===== src/rtl/dbg_uart_pkg.sv =====
// Shared types and ASCII helpers for the debug-bus UART transmitter.
// Line length and FIFO word width depend on DBG_UART_TIMESTAMP_EN.
package dbg_uart_pkg;

    typedef enum logic [2:0] {
        ST_IDLE,
        ST_LOAD,
        ST_START,
        ST_DATA,
        ST_STOP
    } tx_state_e;

    localparam logic [7:0] ASCII_CR    = 8'h0D;
    localparam logic [7:0] ASCII_LF    = 8'h0A;
    localparam logic [7:0] ASCII_SPACE = 8'h20;
    localparam logic [7:0] ASCII_DIGIT = 8'h30;
    localparam logic [7:0] ASCII_ALPHA = 8'h41;

`ifdef DBG_UART_TIMESTAMP_EN
    localparam int LINE_CHARS = 19;
    localparam int WORD_W     = 64;
`else
    localparam int LINE_CHARS = 10;
    localparam int WORD_W     = 32;
`endif

    localparam int IDX_W = 5;

    function automatic logic [7:0] nib_to_ascii(input logic [3:0] nib);
        if (nib < 4'd10) begin
            return ASCII_DIGIT + {4'd0, nib};
        end
        return ASCII_ALPHA + {4'd0, nib} - 8'd10;
    endfunction

endpackage


===== src/rtl/dbg_fifo.sv =====
// Single-clock show-ahead FIFO: rdata_o is the head entry, consumed by pop_i.
// Pushes while full and pops while empty are ignored.
module dbg_fifo #(
    parameter int W  = 32,
    parameter int AW = 3
) (
    input  logic          clk,
    input  logic          rst_n,
    input  logic          push_i,
    input  logic [W-1:0]  wdata_i,
    input  logic          pop_i,
    output logic [W-1:0]  rdata_o,
    output logic          full_o,
    output logic          empty_o,
    output logic [AW:0]   level_o
);

    localparam logic [AW:0] DEPTH = (AW+1)'(2**AW);

    logic [W-1:0]  mem_q [2**AW];
    logic [AW-1:0] wr_ptr_q;
    logic [AW-1:0] rd_ptr_q;
    logic [AW:0]   level_q;
    logic          do_push;
    logic          do_pop;

    assign full_o  = (level_q == DEPTH);
    assign empty_o = (level_q == '0);
    assign do_push = push_i && !full_o;
    assign do_pop  = pop_i && !empty_o;
    assign rdata_o = mem_q[rd_ptr_q];
    assign level_o = level_q;

    always_ff @(posedge clk) begin
        if (do_push) begin
            mem_q[wr_ptr_q] <= wdata_i;
        end
    end

    always_ff @(posedge clk or negedge rst_n) begin
        if (!rst_n) begin
            wr_ptr_q <= '0;
            rd_ptr_q <= '0;
            level_q  <= '0;
        end else begin
            if (do_push) begin
                wr_ptr_q <= wr_ptr_q + 1'b1;
            end
            if (do_pop) begin
                rd_ptr_q <= rd_ptr_q + 1'b1;
            end
            case ({do_push, do_pop})
                2'b10:   level_q <= level_q + 1'b1;
                2'b01:   level_q <= level_q - 1'b1;
                default: level_q <= level_q;
            endcase
        end
    end

endmodule


===== src/rtl/dbg_uart_tx.sv =====
// Captures changes of the CPU debug word and prints each as a hex line on an 8N1 UART.
// Define DBG_UART_TIMESTAMP_EN to prefix every line with a 32-bit capture-cycle stamp.
module dbg_uart_tx
    import dbg_uart_pkg::*;
#(
    parameter int CLKS_PER_BIT = 868,
    parameter int FIFO_AW      = 3
) (
    input  logic                clk,
    input  logic                rst_n,
    input  logic [31:0]         dbg_in,
    input  logic                en,
    output logic                tx,
    output logic                busy,
    output logic                overflow,
    output logic [FIFO_AW:0]    level
);

    localparam int CNT_W = (CLKS_PER_BIT > 2) ? $clog2(CLKS_PER_BIT) : 1;
    localparam logic [CNT_W-1:0] BIT_RELOAD = CNT_W'(CLKS_PER_BIT - 1);
    localparam logic [IDX_W-1:0] LAST_IDX   = IDX_W'(LINE_CHARS - 1);

    logic [31:0]       dbg_q;
    logic              changed;
    logic              push;
    logic              pop;
    logic              fifo_full;
    logic              fifo_empty;
    logic [WORD_W-1:0] fifo_wdata;
    logic [WORD_W-1:0] fifo_rdata;
    logic              overflow_q;
    logic              busy_q;

    tx_state_e         state_q, state_d;
    logic [WORD_W-1:0] word_q, word_d;
    logic [7:0]        char_q, char_d;
    logic [IDX_W-1:0]  idx_q, idx_d;
    logic [2:0]        bit_q, bit_d;
    logic [CNT_W-1:0]  cnt_q, cnt_d;
    logic              tx_q, tx_d;

    assign changed = en && (dbg_in != dbg_q);
    assign push    = changed && !fifo_full;

`ifdef DBG_UART_TIMESTAMP_EN
    logic [31:0] ts_q;

    always_ff @(posedge clk or negedge rst_n) begin
        if (!rst_n) begin
            ts_q <= '0;
        end else begin
            ts_q <= ts_q + 32'd1;
        end
    end

    assign fifo_wdata = {ts_q, dbg_in};

    function automatic logic [7:0] line_char(input logic [WORD_W-1:0] w, input logic [IDX_W-1:0] i);
        logic [WORD_W-1:0] sh;
        if (i < 5'd8) begin
            sh = w << {i, 2'b00};
            return nib_to_ascii(sh[63:60]);
        end
        if (i == 5'd8) begin
            return ASCII_SPACE;
        end
        if (i < 5'd17) begin
            sh = w << {i - 5'd9, 2'b00};
            return nib_to_ascii(sh[31:28]);
        end
        return (i == 5'd17) ? ASCII_CR : ASCII_LF;
    endfunction
`else
    assign fifo_wdata = dbg_in;

    function automatic logic [7:0] line_char(input logic [WORD_W-1:0] w, input logic [IDX_W-1:0] i);
        logic [WORD_W-1:0] sh;
        if (i < 5'd8) begin
            sh = w << {i, 2'b00};
            return nib_to_ascii(sh[31:28]);
        end
        return (i == 5'd8) ? ASCII_CR : ASCII_LF;
    endfunction
`endif

    dbg_fifo #(
        .W  (WORD_W),
        .AW (FIFO_AW)
    ) u_fifo (
        .clk     (clk),
        .rst_n   (rst_n),
        .push_i  (push),
        .wdata_i (fifo_wdata),
        .pop_i   (pop),
        .rdata_o (fifo_rdata),
        .full_o  (fifo_full),
        .empty_o (fifo_empty),
        .level_o (level)
    );

    // Full is judged on the registered level, so a same-cycle pop never rescues a push.
    always_ff @(posedge clk or negedge rst_n) begin
        if (!rst_n) begin
            dbg_q      <= '0;
            overflow_q <= 1'b0;
            busy_q     <= 1'b0;
        end else begin
            dbg_q  <= dbg_in;
            busy_q <= (state_q != ST_IDLE) || !fifo_empty;
            if (changed && fifo_full) begin
                overflow_q <= 1'b1;
            end
        end
    end

    always_ff @(posedge clk or negedge rst_n) begin
        if (!rst_n) begin
            state_q <= ST_IDLE;
            word_q  <= '0;
            char_q  <= '0;
            idx_q   <= '0;
            bit_q   <= '0;
            cnt_q   <= '0;
            tx_q    <= 1'b1;
        end else begin
            state_q <= state_d;
            word_q  <= word_d;
            char_q  <= char_d;
            idx_q   <= idx_d;
            bit_q   <= bit_d;
            cnt_q   <= cnt_d;
            tx_q    <= tx_d;
        end
    end

    // char_q doubles as the bit shifter: bit 0 is always the next data bit on the wire.
    always_comb begin
        state_d = state_q;
        word_d  = word_q;
        char_d  = char_q;
        idx_d   = idx_q;
        bit_d   = bit_q;
        cnt_d   = cnt_q;
        tx_d    = tx_q;
        pop     = 1'b0;

        case (state_q)
            ST_IDLE: begin
                tx_d = 1'b1;
                if (!fifo_empty) begin
                    pop     = 1'b1;
                    word_d  = fifo_rdata;
                    state_d = ST_LOAD;
                end
            end
            ST_LOAD: begin
                idx_d   = '0;
                char_d  = line_char(word_q, '0);
                cnt_d   = BIT_RELOAD;
                tx_d    = 1'b0;
                state_d = ST_START;
            end
            ST_START: begin
                if (cnt_q == '0) begin
                    cnt_d   = BIT_RELOAD;
                    bit_d   = '0;
                    tx_d    = char_q[0];
                    state_d = ST_DATA;
                end else begin
                    cnt_d = cnt_q - 1'b1;
                end
            end
            ST_DATA: begin
                if (cnt_q == '0) begin
                    cnt_d = BIT_RELOAD;
                    if (bit_q == 3'd7) begin
                        tx_d    = 1'b1;
                        state_d = ST_STOP;
                    end else begin
                        bit_d  = bit_q + 1'b1;
                        char_d = {1'b0, char_q[7:1]};
                        tx_d   = char_q[1];
                    end
                end else begin
                    cnt_d = cnt_q - 1'b1;
                end
            end
            ST_STOP: begin
                if (cnt_q == '0) begin
                    if (idx_q < LAST_IDX) begin
                        idx_d   = idx_q + 1'b1;
                        char_d  = line_char(word_q, idx_q + 1'b1);
                        cnt_d   = BIT_RELOAD;
                        tx_d    = 1'b0;
                        state_d = ST_START;
                    end else begin
                        state_d = ST_IDLE;
                    end
                end else begin
                    cnt_d = cnt_q - 1'b1;
                end
            end
            default: begin
                tx_d    = 1'b1;
                state_d = ST_IDLE;
            end
        endcase
    end

    assign tx       = tx_q;
    assign busy     = busy_q;
    assign overflow = overflow_q;

endmodule

===== config.mk =====
export PLATFORM = sky130hd
export DESIGN_NAME = dbg_uart_tx
export DESIGN_NICKNAME = d
export VERILOG_FILES = /design/src/rtl/dbg_uart_pkg.sv /design/src/rtl/dbg_fifo.sv /design/src/rtl/dbg_uart_tx.sv
export SDC_FILE = /design/constraint.sdc
export NUM_CORES = 1
export LEC_CHECK = 0
export CELL_PAD_IN_SITES_DETAIL_PLACEMENT = 0
export CELL_PAD_IN_SITES_GLOBAL_PLACEMENT = 1
export CORE_MARGIN = 2
export CORE_UTILIZATION = 32
export DETAILED_ROUTE_END_ITERATION = 8
export PLACE_DENSITY = 0.52
export SLEW_MARGIN = 10
export SYNTH_ARGS = -nofsm -noshare
export SYNTH_HDL_FRONTEND = slang
export SYNTH_HIERARCHICAL = 1
export SYNTH_SLANG_ARGS = --single-unit

===== constraint.sdc =====
create_clock -name clk -period 4.02 [get_ports clk]
set_input_delay 1.005 -clock clk [delete_from_list [all_inputs] [get_ports clk]]
set_output_delay 1.005 -clock clk [all_outputs]
set_load 0.005 [all_outputs]

Word level (Yosys, flattened, before mapping)
Memories as Yosys holds them, arrays and structs flattened. A register that Yosys moved wholly into a read port is not among the register bits.
Index checks and enable logic that the tools add are counted.
W data, S select, Z words.
Cells by class
  add/sub/neg operators: 13
  $lt $le $gt $ge: 4
  eq/ne operators: 18
  shift operators: 1
  mux-type cells: 54
  bitwise operators: 1
  reduce and logical (&&, ||, !) cells: 26
Operator list (count)
  $mux W8: 11
  $ne A32 B32 Y1: 1
  $shl A32 B7 Y32: 1
  $mux W10: 3
  $pmux W10 S3: 1
  $mux W3: 9
  $pmux W8 S3: 1
  $mux W1: 21
  $add A7 B4 Y8 const A: 2
  $sub A8 B4 Y8 const B: 2
  $pmux W3 S5: 1
  $add A6 B4 Y7 const A: 2
  $ne A2 B2 Y1 const B: 7
  $logic_not A10 Y1: 1
  $lt A5 B4 Y1 const B: 2
  $mux W5: 2
  $pmux W5 S2: 1
  $reduce_and A5 Y1: 2
  $sub A10 B1 Y10 const B: 1
  $add A3 B1 Y3 const B: 3
  $reduce_bool A3 Y1: 3
  $lt A4 B4 Y1 const B: 2
  $pmux W4 S2: 1
  $reduce_and A4 Y1: 2
  other kinds (24): 35
Word-level totals
  flip-flop bits (word level): 74
  RAM bits: 256
  bits of input ports: 35
  memories kept: 1
Memories
  u_fifo.mem_q: depth 8, width 32, rd ports 1, clocked after memory_dff 1, write ports 1, RTL line dbg_fifo.sv:20  | logic [W-1:0] mem_q [2**AW];

Longest topological paths before layout
  depth after elaboration: 14
  gate-level depth with buffers: 11

Modules after synthesis
Netlist, hierarchy kept.
Modules (own cells, without submodules)
  dbg_fifo: instances 1, cells each 437, area each 10372.4 sq um
  dbg_uart_tx: instances 1, cells each 404, area each 4654.5 sq um

Worst setup path after synthesis
Ideal clock, no wire load.
  kind: input-to-reg
  from: in dbg_in[13]
  to: mem u_fifo.mem_q[1][0] (enable)
  data arrival time: 3.938 ns
  required time: 3.559 ns
  slack: -0.379 ns
  cell stages on the path: 7
  path buffers: 0
  path through: xor2_1 nor4_1 nand4_1 o21ai_0 nor2_1 nand3_1 nor3_1
On the way
  cells in the longest elaborated chain, start to end: 6
RTL lines
  from (decl): RTL line dbg_uart_tx.sv:11  | input logic [31:0] dbg_in,
  $ne A32 B32 Y1: RTL line dbg_uart_tx.sv:42  | assign changed = en && (dbg_in != dbg_q);
  $logic_and A1 B1 Y1: RTL line dbg_uart_tx.sv:42
  $logic_and A1 B1 Y1: RTL line dbg_uart_tx.sv:43  | assign push = changed && !fifo_full;
  net push: RTL line dbg_uart_tx.sv:25  | logic push;
  $logic_and A1 B1 Y1: RTL line dbg_fifo.sv:29  | assign do_push = push_i && !full_o;
  $mux W1: RTL line dbg_fifo.sv:35  | if (do_push) begin
  $mux W1 (not written as such): RTL line dbg_fifo.sv:36  | mem_q[wr_ptr_q] <= wdata_i;
  to (decl): RTL line dbg_fifo.sv:20
The timed path passes the listed nets, and every way through them passes these cells.

Worst setup path after layout
  from: in dbg_in[28]
  to: reg u_fifo.level_q[3], in the netlist u_fifo/level_o[3]
On the way
  cells in the longest elaborated chain, start to end: 6
  elaborated cells between the ends (all ways): 8
  those cells by class: eq/ne: 3; mux: 1; reduce/logical: 4
RTL lines
  $ne A32 B32 Y1 (*): RTL line dbg_uart_tx.sv:42
  $logic_and A1 B1 Y1 (*): RTL line dbg_uart_tx.sv:42
  $logic_and A1 B1 Y1 (*): RTL line dbg_uart_tx.sv:43
  net push: RTL line dbg_uart_tx.sv:25
  $logic_and A1 B1 Y1 (*): RTL line dbg_fifo.sv:29
  $eq A2 B1 Y1 / $eq A2 B2 Y1 (equally long branches): RTL line dbg_fifo.sv:52  | case ({do_push, do_pop})
  $pmux W4 S2 / $reduce_bool A2 Y1 (equally long branches)
  to (signal assigned): RTL line dbg_fifo.sv:53  | 2'b10: level_q <= level_q + 1'b1;
  to (signal assigned): RTL line dbg_fifo.sv:54  | 2'b01: level_q <= level_q - 1'b1;
  to (signal assigned): RTL line dbg_fifo.sv:55  | default: level_q <= level_q;
  to (decl): RTL line dbg_fifo.sv:23  | logic [AW:0] level_q;
Mark *: on every way through the listed nets, which the timed path passes. The rest lies on a longest branch.
A chain may end at the register's enable or synchronous reset.

==> impl_summary.log <==
INFO  metric core_box_area = 46500 um2
INFO  metric cp-end-kind = register
INFO  metric hold_path_startpoint = cnt_q[9]
INFO  metric setup_tns = 0 ns
INFO  metric grtUsageTotal = 15.1%
INFO  metric end_of_the_worst_register_to_register_path = u_fifo/level_o[3]
INFO  metric top_level_ports = 42
INFO  metric routed-via-count = 7840
INFO  metric worstPathMaxFanout = 5
INFO  metric detail_route.wirelength.met1 = 16500 um
INFO  metric cts-root-buf = sky130_fd_sc_hd__clkbuf_16
INFO  metric worst_slew_pin_slew = 1.09 ns
INFO  metric unrepaired_setup_endpoints_after_global_routing = no
INFO  metric regToRegSetupSlack = 0.81 ns
INFO  metric antenna-diode-count = 0
INFO  metric drcViolationCount = 0
INFO  metric drv_cap = 0
INFO  metric grt_first_pass_wirelength = 53700 um
INFO  metric floorplan.rows = 79
INFO  metric met3_wirelength = 1340 um
INFO  metric mappedNetlistNets = 888
INFO  metric sequential_element_share_of_the_synthesized_area = 68.7%
INFO  metric drt.antenna.violating_nets = 0
INFO  metric cts_max_path_buffers = 3
INFO  metric synthesis.yosys.warnings = 6
INFO  metric slew-limit-headroom = 27.5%
INFO  metric clock-sinks = 361
INFO  metric postSynthRegisterBits = 361
INFO  metric die_width = 221 um
INFO  metric dr.first_iter.drc_count = 537
INFO  metric outcome = finished, final reports clean
INFO  metric synth_area = 15000 um2
INFO  metric fin_cells = 1611
INFO  metric initial_utilization = 32.3%
INFO  metric number_of_enable_type_register_cells_in_the_synthesized_netlist = 256
INFO  metric power_density = 518 nW/um2
INFO  metric finClkSkew = 0.0277 ns
INFO  metric drive_above_1_share = 28.5%
INFO  metric htree_num_levels = 2
INFO  metric slew_viol_final = 0
INFO  metric vdd_ir_drop_max = 0.380 mV
INFO  metric setup.worst_path.start_class = input pin
INFO  metric cts_tree = built
INFO  metric holdBufCountCts = 0
INFO  metric final_weighted_congestion_of_routability_driven_global_placement = 0.716
INFO  metric layout_min_cycle_time = 3.79 ns
INFO  metric worst_skew_pair.late_latency = 0.57 ns
INFO  metric cts_setup_buffers = 0
INFO  metric via_per_inst = 4.87
INFO  metric critPathArrivalTime = 4.25 ns
INFO  metric design.final.nets = 1018
INFO  metric ys.flop_type = sky130_fd_sc_hd__edfxtp_1
INFO  metric topRoutingLayerUsed = met5
INFO  metric first_global_vias = 8185
INFO  metric setup_slack = 0.233 ns
INFO  metric dpl_cell_area = 16900 um2
INFO  metric synth_cell_type_count = 74
INFO  metric report.final.hold_viol_count = 0
INFO  metric post-route-util = 39.2%
INFO  metric timing.final.setup_violations = 0
INFO  metric hold-path-endpoint = cnt_q[9]
INFO  metric drt_wirelength = 35600 um
INFO  metric worstHoldPathCells = 1
INFO  metric placement.io_buffers = 41
INFO  metric hold-worst-slack = 0.483 ns
INFO  metric max_freq = 264 MHz
INFO  metric maximum_number_of_pins_on_one_net_before_global_route_repair = 59
INFO  metric grt_antenna_before_repair = 1
INFO  metric synthArstFlopShare = 29.1%
INFO  metric synth_cells = 841
INFO  metric finalCritPeriodShare = 94.2%
INFO  metric regToRegStartpoint = dbg_q[28]
INFO  metric post_dp_hpwl = 22100 um
INFO  metric dp_slack = -0.407 ns
INFO  metric min_path_type = register to register
INFO  metric cts_made_buffers = 41
INFO  metric post-layout-total-power = 9.45 mW
INFO  metric cts.clk_slew.worst_paths = 0.06 ns
INFO  metric overall_die_height = 221 um
INFO  metric grt_remaining_overflow = 0
INFO  metric post_drt_wl_per_cell = 22.1 um
INFO  metric worst-endpoint-required = 4.48 ns
INFO  metric per_instance_average_area_after_synthesis = 17.9 um2
INFO  metric worst_r2r_path_depth = 16
INFO  metric place_inst = 1535
INFO  metric met2_length = 17100 um
INFO  metric power_leakage = 6.43 nW
INFO  metric die_area = 48700 um2
INFO  metric critical_path_class = input pin to register
INFO  metric postLayoutCellArea = 18200 um2
INFO  metric area_growth_syn_to_layout = 21.3%
INFO  metric first_pass_iters = 4
INFO  metric cts.repair.resized = 0
==> worst max path at each step <==
stage | slack (ns) | from | end
detailed placement | -0.41 | dbg_in[28] | u_fifo/level_o[3]
CTS | 0.18 | dbg_in[28] | u_fifo/level_o[3]
global placement | -0.30 | dbg_in[28] | u_fifo/level_o[3]
finish | 0.23 | dbg_in[28] | u_fifo/level_o[3]
global route | 0.004 | dbg_in[28] | u_fifo/level_o[3]
floorplan | 0.47 | dbg_in[13] | u_fifo/mem_q[7][0]
==> Yosys cell counts (4+ instances only) <==
cell type / instances / area (um2)
sky130_fd_sc_hd__dfrtp_1: 104 / 2600
sky130_fd_sc_hd__o21ai_0: 23 / 115
sky130_fd_sc_hd__buf_2: 7 / 35.0
sky130_fd_sc_hd__nor4_1: 13 / 81.3
sky130_fd_sc_hd__xnor2_1: 8 / 70.1
sky130_fd_sc_hd__nor2b_1: 4 / 25.0
sky130_fd_sc_hd__buf_1: 4 / 15.0
sky130_fd_sc_hd__edfxtp_1: 256 / 7690
sky130_fd_sc_hd__nor2_1: 30 / 113
sky130_fd_sc_hd__xor2_1: 33 / 289
sky130_fd_sc_hd__nand2b_1: 7 / 43.8
sky130_fd_sc_hd__a22o_1: 4 / 35.0
sky130_fd_sc_hd__mux4_2: 51 / 1150
sky130_fd_sc_hd__nor3_1: 11 / 55.1
sky130_fd_sc_hd__nor3b_1: 5 / 37.5
sky130_fd_sc_hd__mux4_1: 22 / 578
sky130_fd_sc_hd__nand3_1: 12 / 60.1
sky130_fd_sc_hd__a21oi_1: 21 / 105
sky130_fd_sc_hd__mux2_2: 66 / 743
sky130_fd_sc_hd__clkbuf_1: 12 / 45.0
sky130_fd_sc_hd__ha_1: 11 / 138
sky130_fd_sc_hd__mux2i_1: 7 / 70.1
sky130_fd_sc_hd__inv_1: 15 / 56.3
sky130_fd_sc_hd__nand2_1: 39 / 146
==> layout make-up <==
type	instances	area [um2]
clock buffers	54	1130
clock inverters	22	218
fillers	4311	28200
inverters	16	60.1
multi-input cells	432	4510
flip-flops and latches	361	10300
well taps	607	759
repair buffers	119	1230
==> where the power goes <==
part / leakage, nW / internal, mW / switching (mW) / total (mW)
clock: 0.655 / 2.18 / 1.53 / 3.71
sequential: 3.56 / 4.46 / 0.152 / 4.61
combinational: 2.21 / 0.501 / 0.626 / 1.13
==> routing by layer <==
layer  up-vias  track usage, %
met4         2            4.16
met3        44            2.63
met1      4071            21.0
li1       3599               -
met2       124            24.4
met5         -               0
==> critical path: stages <==
cell	delay (ns)
sky130_fd_sc_hd__clkdlybuf4s50_1	0.48
sky130_fd_sc_hd__xor2_1	0.18
sky130_fd_sc_hd__buf_4	0.15
sky130_fd_sc_hd__nor4_1	0.21
sky130_fd_sc_hd__buf_4	0.15
sky130_fd_sc_hd__nand4_1	0.09
sky130_fd_sc_hd__buf_4	0.18
sky130_fd_sc_hd__o21ai_0	0.21
sky130_fd_sc_hd__buf_4	0.16
sky130_fd_sc_hd__nor2_1	0.05
sky130_fd_sc_hd__nand2_1	0.08
sky130_fd_sc_hd__ha_1	0.22
sky130_fd_sc_hd__buf_4	0.13
sky130_fd_sc_hd__ha_1	0.23
sky130_fd_sc_hd__a21oi_1	0.18
sky130_fd_sc_hd__mux2_2	0.35
sky130_fd_sc_hd__o211ai_1	0.18
==> cells in the final DEF (no fill, tap or decap), types with 21 or more instances in the layout <==
cell	synthesis	layout
sky130_fd_sc_hd__mux4_2	51	51
sky130_fd_sc_hd__mux2_2	66	66
sky130_fd_sc_hd__nor2_1	30	24
sky130_fd_sc_hd__clkbuf_16	0	42
sky130_fd_sc_hd__dfrtp_1	104	101
sky130_fd_sc_hd__mux4_1	22	22
sky130_fd_sc_hd__xor2_1	33	33
sky130_fd_sc_hd__o21ai_0	23	23
sky130_fd_sc_hd__a21oi_1	21	21
sky130_fd_sc_hd__edfxtp_1	256	256
sky130_fd_sc_hd__buf_4	2	60
sky130_fd_sc_hd__clkdlybuf4s50_1	0	40
sky130_fd_sc_hd__nand2_1	39	39
==> registers in the layout, summed over array words and instances, names as in the netlist, 3 cells and up <==
| signal | flops |
|---|---|
| bit_q | 3 |
| u_fifo/wr_ptr_q | 3 |
| idx_q | 5 |
| cnt_q | 10 |
| dbg_q | 32 |
| word_q | 32 |
| char_q | 7 |
| u_fifo/level_o | 4 |
| state_q | 3 |
| u_fifo/mem_q | 256 |
| u_fifo/rd_ptr_q | 3 |
==> cell families after synthesis <==
kind of cell / count (synthesis) / synth area share, %
AO/OA/AOI/OAI: 87 / 4.00
XOR/XNOR: 42 / 2.57
adder cells (fa/ha/maj): 12 / 1.05
buffers and inverters: 48 / 1.81
flip-flops: 361 / 68.7
multiplexers: 147 / 17.0
AND/OR/NAND/NOR: 144 / 4.94
Note: power is estimated with default switching activity, not from simulation.
